--- src/rtl/nib_pkg.sv ---
// Shared definitions for the nibble operand bus scheduler.
//   op_e    : request opcode carried on req_op
//   state_e : scheduler FSM states
//   NIB_W   : data width of the operand bus (one nibble)
//   REG_N   : number of registers in the internal register file
//   ADDR_W  : register / memory address width
package nib_pkg;

  localparam int NIB_W  = 4;
  localparam int REG_N  = 16;
  localparam int ADDR_W = 4;

  typedef enum logic [1:0] {
    OP_READ  = 2'd0,
    OP_WRITE = 2'd1,
    OP_FETCH = 2'd2,
    OP_RSVD  = 2'd3
  } op_e;

  typedef enum logic [1:0] {
    ST_IDLE = 2'd0,
    ST_EXEC = 2'd1,
    ST_WAIT = 2'd2,
    ST_RESP = 2'd3
  } state_e;

endpackage

--- src/rtl/nib_regfile.sv ---
// 16 x 4 register file for the nibble ALU core.
//   clk, rst_n : clock and asynchronous active-low clear (all entries -> 0)
//   we         : write enable
//   waddr      : write index
//   wdata      : write nibble
//   raddr      : read index
//   rdata      : combinational read data
// Entry 0 is hard-wired to zero: writes to it are dropped and reads return 0.
module nib_regfile
  import nib_pkg::*;
(
  input  logic              clk,
  input  logic              rst_n,
  input  logic              we,
  input  logic [ADDR_W-1:0] waddr,
  input  logic [NIB_W-1:0]  wdata,
  input  logic [ADDR_W-1:0] raddr,
  output logic [NIB_W-1:0]  rdata
);

  logic [NIB_W-1:0] word [REG_N];

  genvar gi;
  generate
    for (gi = 0; gi < REG_N; gi++) begin : g_reg
      if (gi == 0) begin : g_zero
        assign word[gi] = '0;
      end else begin : g_entry
        logic [NIB_W-1:0] ent_q;
        logic [NIB_W-1:0] ent_d;

        always_comb begin
          ent_d = ent_q;
          if (we && (waddr == ADDR_W'(gi))) begin
            ent_d = wdata;
          end
        end

        always_ff @(posedge clk or negedge rst_n) begin
          if (!rst_n) begin
            ent_q <= '0;
          end else begin
            ent_q <= ent_d;
          end
        end

        assign word[gi] = ent_q;
      end
    end
  endgenerate

  assign rdata = word[raddr];

endmodule

--- src/rtl/nib_bus_sched.sv ---
// Scheduler for the shared 4-bit operand bus of the nibble ALU core.
// Round-robin arbitration between NREQ requesters; each granted request is
// served from the internal register file (READ/WRITE) or from an external
// memory/IO fetch with a ready handshake (FETCH), one transaction at a time.
//   clk, rst_n            : clock, asynchronous active-low reset
//   req_valid/op/addr/wdata: per-requester request fields (packed per lane)
//   grant                 : one-hot, high for the whole served transaction
//   rsp_valid             : one-cycle response pulse to the served requester
//   rsp_data, rsp_err     : response nibble and error qualifier
//   ext_req/addr/data/ready: external nibble fetch handshake
//   busy                  : FSM not idle
module nib_bus_sched
  import nib_pkg::*;
#(
  parameter int NREQ    = 2,
  parameter int TIMEOUT = 15
) (
  input  logic                  clk,
  input  logic                  rst_n,
  input  logic [NREQ-1:0]       req_valid,
  input  logic [2*NREQ-1:0]     req_op,
  input  logic [4*NREQ-1:0]     req_addr,
  input  logic [4*NREQ-1:0]     req_wdata,
  output logic [NREQ-1:0]       grant,
  output logic [NREQ-1:0]       rsp_valid,
  output logic [NIB_W-1:0]      rsp_data,
  output logic                  rsp_err,
  output logic                  ext_req,
  output logic [ADDR_W-1:0]     ext_addr,
  input  logic [NIB_W-1:0]      ext_data,
  input  logic                  ext_ready,
  output logic                  busy
);

  localparam int PTR_W = (NREQ > 1) ? $clog2(NREQ) : 1;
  localparam int CNT_W = $clog2(TIMEOUT + 1);

  state_e            state_q, state_d;
  logic [PTR_W-1:0]  ptr_q, ptr_d;
  logic [PTR_W-1:0]  win_q, win_d;
  op_e               op_q, op_d;
  logic [ADDR_W-1:0] addr_q, addr_d;
  logic [NIB_W-1:0]  wdata_q, wdata_d;
  logic [NIB_W-1:0]  rsp_data_q, rsp_data_d;
  logic              err_q, err_d;
  logic [CNT_W-1:0]  cnt_q, cnt_d;

  logic              rf_we;
  logic [NIB_W-1:0]  rf_rdata;

  logic              found;
  logic [PTR_W-1:0]  pick;
  logic [NREQ-1:0]   win_onehot;

  nib_regfile u_regfile (
    .clk   (clk),
    .rst_n (rst_n),
    .we    (rf_we),
    .waddr (addr_q),
    .wdata (wdata_q),
    .raddr (addr_q),
    .rdata (rf_rdata)
  );

  // Rotating priority: search starts one past the last winner, so the
  // requester served most recently has the lowest priority next time.
  always_comb begin
    found = 1'b0;
    pick  = '0;
    for (int i = 1; i <= NREQ; i++) begin
      if (!found && req_valid[(int'(ptr_q) + i) % NREQ]) begin
        found = 1'b1;
        pick  = PTR_W'((int'(ptr_q) + i) % NREQ);
      end
    end
  end

  always_comb begin
    state_d    = state_q;
    ptr_d      = ptr_q;
    win_d      = win_q;
    op_d       = op_q;
    addr_d     = addr_q;
    wdata_d    = wdata_q;
    rsp_data_d = rsp_data_q;
    err_d      = err_q;
    cnt_d      = cnt_q;
    rf_we      = 1'b0;

    unique case (state_q)
      ST_IDLE: begin
        if (found) begin
          // Latch the request so later changes on req_* are ignored.
          win_d   = pick;
          ptr_d   = pick;
          op_d    = op_e'(req_op[2*int'(pick) +: 2]);
          addr_d  = req_addr[4*int'(pick) +: 4];
          wdata_d = req_wdata[4*int'(pick) +: 4];
          err_d   = 1'b0;
          state_d = ST_EXEC;
        end
      end
      ST_EXEC: begin
        unique case (op_q)
          OP_READ: begin
            rsp_data_d = rf_rdata;
            state_d    = ST_RESP;
          end
          OP_WRITE: begin
            // Response echoes wdata even for register 0, where the write is dropped.
            rf_we      = 1'b1;
            rsp_data_d = wdata_q;
            state_d    = ST_RESP;
          end
          OP_FETCH: begin
            cnt_d   = '0;
            state_d = ST_WAIT;
          end
          default: begin
            err_d      = 1'b1;
            rsp_data_d = '0;
            state_d    = ST_RESP;
          end
        endcase
      end
      ST_WAIT: begin
        if (ext_ready) begin
          rsp_data_d = ext_data;
          state_d    = ST_RESP;
        end else if (cnt_q == CNT_W'(TIMEOUT - 1)) begin
          err_d      = 1'b1;
          rsp_data_d = '0;
          state_d    = ST_RESP;
        end else begin
          cnt_d = cnt_q + 1'b1;
        end
      end
      ST_RESP: begin
        err_d   = 1'b0;
        state_d = ST_IDLE;
      end
      default: begin
        state_d = ST_IDLE;
      end
    endcase
  end

  always_ff @(posedge clk or negedge rst_n) begin
    if (!rst_n) begin
      state_q    <= ST_IDLE;
      ptr_q      <= PTR_W'(NREQ - 1);
      win_q      <= '0;
      op_q       <= OP_READ;
      addr_q     <= '0;
      wdata_q    <= '0;
      rsp_data_q <= '0;
      err_q      <= 1'b0;
      cnt_q      <= '0;
    end else begin
      state_q    <= state_d;
      ptr_q      <= ptr_d;
      win_q      <= win_d;
      op_q       <= op_d;
      addr_q     <= addr_d;
      wdata_q    <= wdata_d;
      rsp_data_q <= rsp_data_d;
      err_q      <= err_d;
      cnt_q      <= cnt_d;
    end
  end

  assign win_onehot = NREQ'(1) << win_q;
  assign busy       = (state_q != ST_IDLE);
  assign grant      = busy ? win_onehot : '0;
  assign rsp_valid  = (state_q == ST_RESP) ? win_onehot : '0;
  assign rsp_err    = (state_q == ST_RESP) && err_q;
  assign rsp_data   = rsp_data_q;
  assign ext_req    = (state_q == ST_WAIT);
  assign ext_addr   = ext_req ? addr_q : '0;

endmodule

--- config.mk ---
export PLATFORM = sky130hd
export DESIGN_NAME = nib_bus_sched
export DESIGN_NICKNAME = d
export VERILOG_FILES = /design/src/rtl/nib_pkg.sv /design/src/rtl/nib_regfile.sv /design/src/rtl/nib_bus_sched.sv
export SDC_FILE = /design/constraint.sdc
export NUM_CORES = 1
export LEC_CHECK = 0
export BUFFER_PORTS_ARGS = -buffer_cell sky130_fd_sc_hd__buf_2
export CAP_MARGIN = 20
export CORE_AREA = 2 2 100 112
export CTS_CLUSTER_SIZE = 16
export DETAILED_ROUTE_END_ITERATION = 6
export DIE_AREA = 0 0 102 114
export PLACE_DENSITY = 0.65
export SYNTH_ARGS = -nofsm -noshare
export SYNTH_HDL_FRONTEND = slang
export SYNTH_HIERARCHICAL = 1
export SYNTH_SLANG_ARGS = --single-unit
--- constraint.sdc ---
create_clock -name clk -period 5.2 [get_ports clk]
set_input_delay 0.52 -clock clk [delete_from_list [all_inputs] [get_ports clk]]
set_output_delay 0.52 -clock clk [all_outputs]
set_load 0.01 [all_outputs]
### Word-level counts from Yosys, hierarchy flattened

Cells that the tools add are included.
Widths: inputs -> output; s select.

* input port bits: 29
* logic and storage cells: 130
* output and inout bits: 15
* register bits after elaboration: 83

* eq/ne operators: 29
* reductions and logical operators: 28
* shifts and indexed selects: 4
* bitwise operators: 3
* $add $sub $neg: 3
* muxes and demuxes: 36
* order comparisons: 3

Operators with widths (count)
* $eq 4x4->1 const B: 9
* $mux 4: 8
* $logic_and 1x1->1: 17
* $mux 1: 17
* $bmux 4 s4: 1
* $eq 4x3->1 const B: 4
* $pmux 4 s2: 2
* $shiftx 8x4->4: 2
* $ne 2x2->1 const B: 6
* $pmux 4 s3: 1
* $mux 2: 5
* $eq 4x2->1 const B: 2
* $pmux 2 s4: 1
* $reduce_and 4->1: 2
* $eq 2x2->1 const B: 3
* $lt 2x3->1 const B: 2
* $ge 5x5->1 const B: 1
* $not 4->5: 1
* $add 4x1->4 const B: 1
* $eq 2x1->1 const B: 2
* $eq 4x1->1 const B: 1
* $logic_not 2->1: 2
* $pmux 1 s4: 1
* $reduce_and 2->1: 2
* other kinds (10): 13

### Logic depth before layout (Yosys ltp)

* depth after elaboration: 11
* gate-level depth with buffers: 8
* mapped depth without buffers: 7

### Modules after synthesis

The synthesis kept the hierarchy.

Modules (own cells, without submodules)
* nib_regfile: cells each 201, instances 1, sequential area each 1501.4 um^2, area an instance 2836.5 um^2
* nib_bus_sched: cells each 140, instances 1, sequential area each 576.8 um^2, area an instance 1382.6 um^2

### Worst setup path after synthesis

No wires, ideal clock.

* path kind: reg2reg
* start: register addr_q[0]
* end: register rsp_data_q[2] (netlist: rsp_data[2])
* data arrival time: 1.887 ns
* slack: 3.185 ns
* path buffers: 2
* library setup time: 0.128 ns
* data required time: 5.072 ns
* cell stages (with the launch flop): 9
* period minus slack after synthesis: 2.015 ns
* cell sequence: dfrtp_1 > buf_2 > buf_2 > mux2_2 > o221ai_1 > o22ai_1 > mux2i_1 > o21ai_0 > mux2_1

* word-level cells in the longest chain between the ends: 6

RTL lines
* from (decl): line nib_bus_sched.sv:42 `logic [ADDR_W-1:0] addr_q, addr_d;`
* from (signal assigned): line nib_bus_sched.sv:164 `addr_q <= addr_d;`
* $not 4->5 (implied by the code): line nib_regfile.sv:52 `assign rdata = word[raddr];`
* $bmux 4 s4: line nib_regfile.sv:52
* $mux 4 (implied by the code) (2 in a row): line nib_regfile.sv:52
* via rf_rdata[2]: line nib_bus_sched.sv:49 `logic [NIB_W-1:0] rf_rdata;`
* $pmux 4 s3: line nib_bus_sched.sv:104 `unique case (op_q)`
* $pmux 4 s2: line nib_bus_sched.sv:90 `unique case (state_q)`
* to (signal assigned): line nib_bus_sched.sv:166 `rsp_data_q <= rsp_data_d;`
* to (decl): line nib_bus_sched.sv:44 `logic [NIB_W-1:0] rsp_data_q, rsp_data_d;`

The timed path passes the listed nets, and every way through them passes these cells. The select of a mux whose other input is x is not followed.
A chain may end at the register's enable or synchronous reset.

### Final worst setup path

* start: register state_q[1]
* end: register u_regfile.g_reg[11].g_entry.ent_q[2]

* word-level cells in the longest chain between the ends: 3

RTL lines
* from (decl): line nib_bus_sched.sv:38 `state_e state_q, state_d;`
* from (signal assigned): line nib_bus_sched.sv:160 `state_q <= state_d;`
* $eq 2x1->1: line nib_bus_sched.sv:90
* $mux 1: line nib_bus_sched.sv:90
* via rf_we: line nib_bus_sched.sv:48 `logic rf_we;`
* $logic_and 1x1->1: line nib_regfile.sv:34 `if (we && (waddr == ADDR_W'(gi))) begin`
* to (signal assigned): line nib_regfile.sv:43 `ent_q <= ent_d;`
* to (decl): line nib_regfile.sv:29 `logic [NIB_W-1:0] ent_q;`

The timed path passes the listed nets, and every way through them passes these cells.

==> metrics.txt <==
final cycle utilization of the critical path=0.462; clock-pin transition on the worst setup and hold timing paths=about 0.060 ns; fraction of final layout cells sized beyond drive strength 1=0.362; Pwr Density=580 mW/mm^2; sum of overflow across all layers after global routing=0; highest fanout seen on the critical path=5; count of final setup violators=0; DRC violations left=0; count of nets left with antenna violations after detail routing=0; Worst Setup Slack post-DPL=between 2 and 3 ns; kind of capture point of the worst setup path=register; die boundary height=114 um; leakage power summed over all cells=2.33 nW; cell-by-cell listing of the critical path=inv_1, ha_1, nand2_1, nor2_1, nand3b_1, nor2_1, mux2_2; maximum number of pins on one net before global-route repair=84; mapped cell area=0.00422 mm^2; total iterations of the first detailed-routing run=4; arrival time at the worst endpoint=2.62 ns; number of distinct standard cells referenced by the synthesized netlist=43; count of H-tree levels built during CTS=3; register bit count reported by yosys=83; most used flip-flop cell after synthesis=dfrtp_1; count of vias placed by the detailed router=between 2000 and 3000; path type of the worst setup path=reg2reg; run status=finished, final reports clean; Worst-Margin Slew=0.766 ns; area delta synth->final=15.7%; startpoint type of the worst setup path=register; minimum clock period=around 2.4 ns; number of buffers added to fix hold violations after cts=0; count of maximum capacitance violations=0; last weighted congestion value of the routability-driven placer=just under 0.8; buffer levels on the longest clock path=2; slowest stage delay, CP=0.44 ns; CORE AREA=0.0106 mm^2; highest clock frequency the design can meet=~420 MHz; average cell area after synthesis=12.4 um^2; worst setup margin=between 2 and 3 ns; number of cell rows=40; share of synthesized area occupied by flip-flops and latches=0.493; vias in the first global route=between 2000 and 3000; Max Slew Vio Count=0; vias per cell=approximately 5.3; wire length of the first global-routing pass=roughly 15000 um; overall track demand over capacity in global routing=0.174; TritonCTS sink count=between 80 and 90; Skew-Pair Late Insertion Delay=between 0.3 and 0.4 ns; Post-Syn Instances=approximately 340; final hold vios=0; Crit path top cell by count=nor2_1; Max IR drop VDD=around 0.27 mV; Worst Clk Skew=just under 0.008 ns; worst hold slack=~0.11 ns; number of flops mapped to enable cells by yosys=0; final cell utilization of the core=0.460; HPWL reported at the end of detailed placement=approximately 6400 um; number of placed I/O pins=44; sum of negative setup slack=0 ns; Antenna Cells=0; total clock buffers created by CTS=9; number of antenna violations at the first check in global routing=0; wire length per cell=roughly 17 um; buffers inserted during post-CTS setup optimization=0; floorplan die area=between 0.01 and 0.015 mm^2; Total Routed Length=9220 um; setup repair after global routing missed its margin=no; CTS tree=built; share of async-settable or async-resettable flops after synthesis=1.00; CTS root buf=clkbuf_16; number of nets in the synthesized netlist=roughly 380; Final Net Count=420; yosys synthesis warning count=6; die width=102 um; Initial Util=0.398; number of violations reported at the end of detailed-routing iteration 0=between 150 and 200; count of input and output buffers=43; total of cells resized after clock tree synthesis=0; Rel. slew slack=0.489; library cell contributing the largest single delay on the critical path=nor2_1; hold crit path type=in2async; required time reported for the critical path endpoint=between 5 and 6 ns
worst paths after layout:
check                                                      from                                   end  slack [ns]  cells after the start
setup / recovery                                     state_q[1]  u_regfile/g_reg[11].g_entry.ent_q[2]        2.80                      7
hold / removal                                            rst_n   u_regfile/g_reg[1].g_entry.ent_q[3]        0.11                      1
setup reg to reg                                     state_q[1]  u_regfile/g_reg[11].g_entry.ent_q[2]        2.80                      7
hold reg to reg            u_regfile/g_reg[12].g_entry.ent_q[1]  u_regfile/g_reg[12].g_entry.ent_q[1]        0.48                      1
max in group asynchronous                                 rst_n                               op_q[1]        4.48                      2
min in group clk                                   req_valid[0]                                 ptr_q        0.39                      2
area by class of cell:
cell class / instances / area, um^2
clock buffer: 12 / 236
clock inverter: 4 / 51.3
fill: 1011 / 5730
inverter: 6 / 22.5
multi-input combinational: 237 / 2040
sequential: 83 / 2080
tap: 147 / 184
timing repair buffer: 47 / 268
stage by stage:
stage                     std cells  cell area, um^2  total power, mW
after global placement          518             4560             2.18
after floorplan                 341             4220             1.90
after CTS                       534             4850             2.85
final                           536             4880             2.83
after detailed placement        518             4560             2.21
after global routing            536             4880             3.03
where the power goes:
part           total [mW]  internal [mW]  switching (mW)
logic                1.01          0.530           0.481
registers            1.20          0.905           0.290
clock network       0.624          0.373           0.252
critical path, delay by kind of cell (launching register included):
family | cells | cell delay [ns]
adder cells (fa/ha/maj) | 1 | 0.29
multiplexers | 1 | 0.39
flip-flops | 1 | 0.42
AND/OR/NAND/NOR | 4 | 1.06
buffers and inverters | 1 | 0.12
cells by family after synthesis:
family | synth area share
muxes | 0.283
buffers and inverters | 0.0234
and+or+nand+nor | 0.0993
AOI/OAI and AO/OA | 0.0807
DFF | 0.493
adders and majority gates | 0.0208
layer usage:
metal / routed length, um / up-vias / track usage
met1: 4210 / 1417 / 0.231
met4: 188 / 0 / 0.0782
met2: 4390 / 78 / 0.271
met5: 0 / - / 0
met3: 432 / 16 / 0.0398
li1: - / 1331 / -
cells in the final DEF (no fill, tap or decap), types with 2 or more instances in the layout:
| master | instances |
|---|---|
| inv_1 | 6 |
| a21boi_1 | 2 |
| a31oi_1 | 2 |
| clkbuf_16 | 9 |
| and2_1 | 6 |
| nand2b_1 | 8 |
| nor2_1 | 17 |
| o221ai_1 | 7 |
| mux2i_1 | 17 |
| mux2_1 | 14 |
| nand3_1 | 9 |
| nor2b_1 | 5 |
| o21ai_0 | 17 |
| dfrtp_1 | 82 |
| mux2_2 | 69 |
| buf_4 | 4 |
| o21ai_1 | 2 |
| ha_1 | 7 |
| a21oi_1 | 5 |
| mux4_2 | 4 |
| nand3b_1 | 3 |
| or3_4 | 2 |
| a221oi_1 | 4 |
| nand2_1 | 17 |
| clkbuf_1 | 3 |
| buf_2 | 42 |
| nor3b_1 | 2 |
| o22ai_1 | 4 |
registers in the layout, indices dropped and copies added, names as in the netlist:
| signal | count |
|---|---|
| addr_q | 4 |
| cnt_q | 4 |
| err_q | 1 |
| op_q | 2 |
| ptr_q | 1 |
| rsp_data | 4 |
| state_q | 2 |
| u_regfile/g.g_entry.ent_q | 60 |
| wdata_q | 4 |
| win_q | 1 |
Yosys cell counts (2+ instances only):
| library cell | instances | share of area |
|---|---|---|
| dfrtp_1 | 82 | 0.49 |
| mux2_2 | 69 | 0.18 |
| o21ai_0 | 18 | 0.021 |
| mux2i_1 | 17 | 0.040 |
| nand2_1 | 17 | 0.015 |
| nor2_1 | 17 | 0.015 |
| mux2_1 | 14 | 0.037 |
| nand3_1 | 9 | 0.011 |
| clkbuf_1 | 8 | 0.0071 |
| nand2b_1 | 8 | 0.012 |
| ha_1 | 7 | 0.021 |
| o221ai_1 | 7 | 0.015 |
| and2_1 | 6 | 0.0089 |
| inv_1 | 6 | 0.0053 |
| a21oi_1 | 5 | 0.0059 |
| nor2b_1 | 5 | 0.0074 |
| a221oi_1 | 4 | 0.0083 |
| buf_2 | 4 | 0.0047 |
| mux4_2 | 4 | 0.021 |
| o22ai_1 | 4 | 0.0059 |
| nand3b_1 | 3 | 0.0053 |
| a21boi_1 | 2 | 0.0036 |
| a31oi_1 | 2 | 0.0030 |
| buf_4 | 2 | 0.0036 |
| nor3b_1 | 2 | 0.0036 |
| or3_4 | 2 | 0.0053 |
Note: power is estimated with default switching activity, not from simulation.
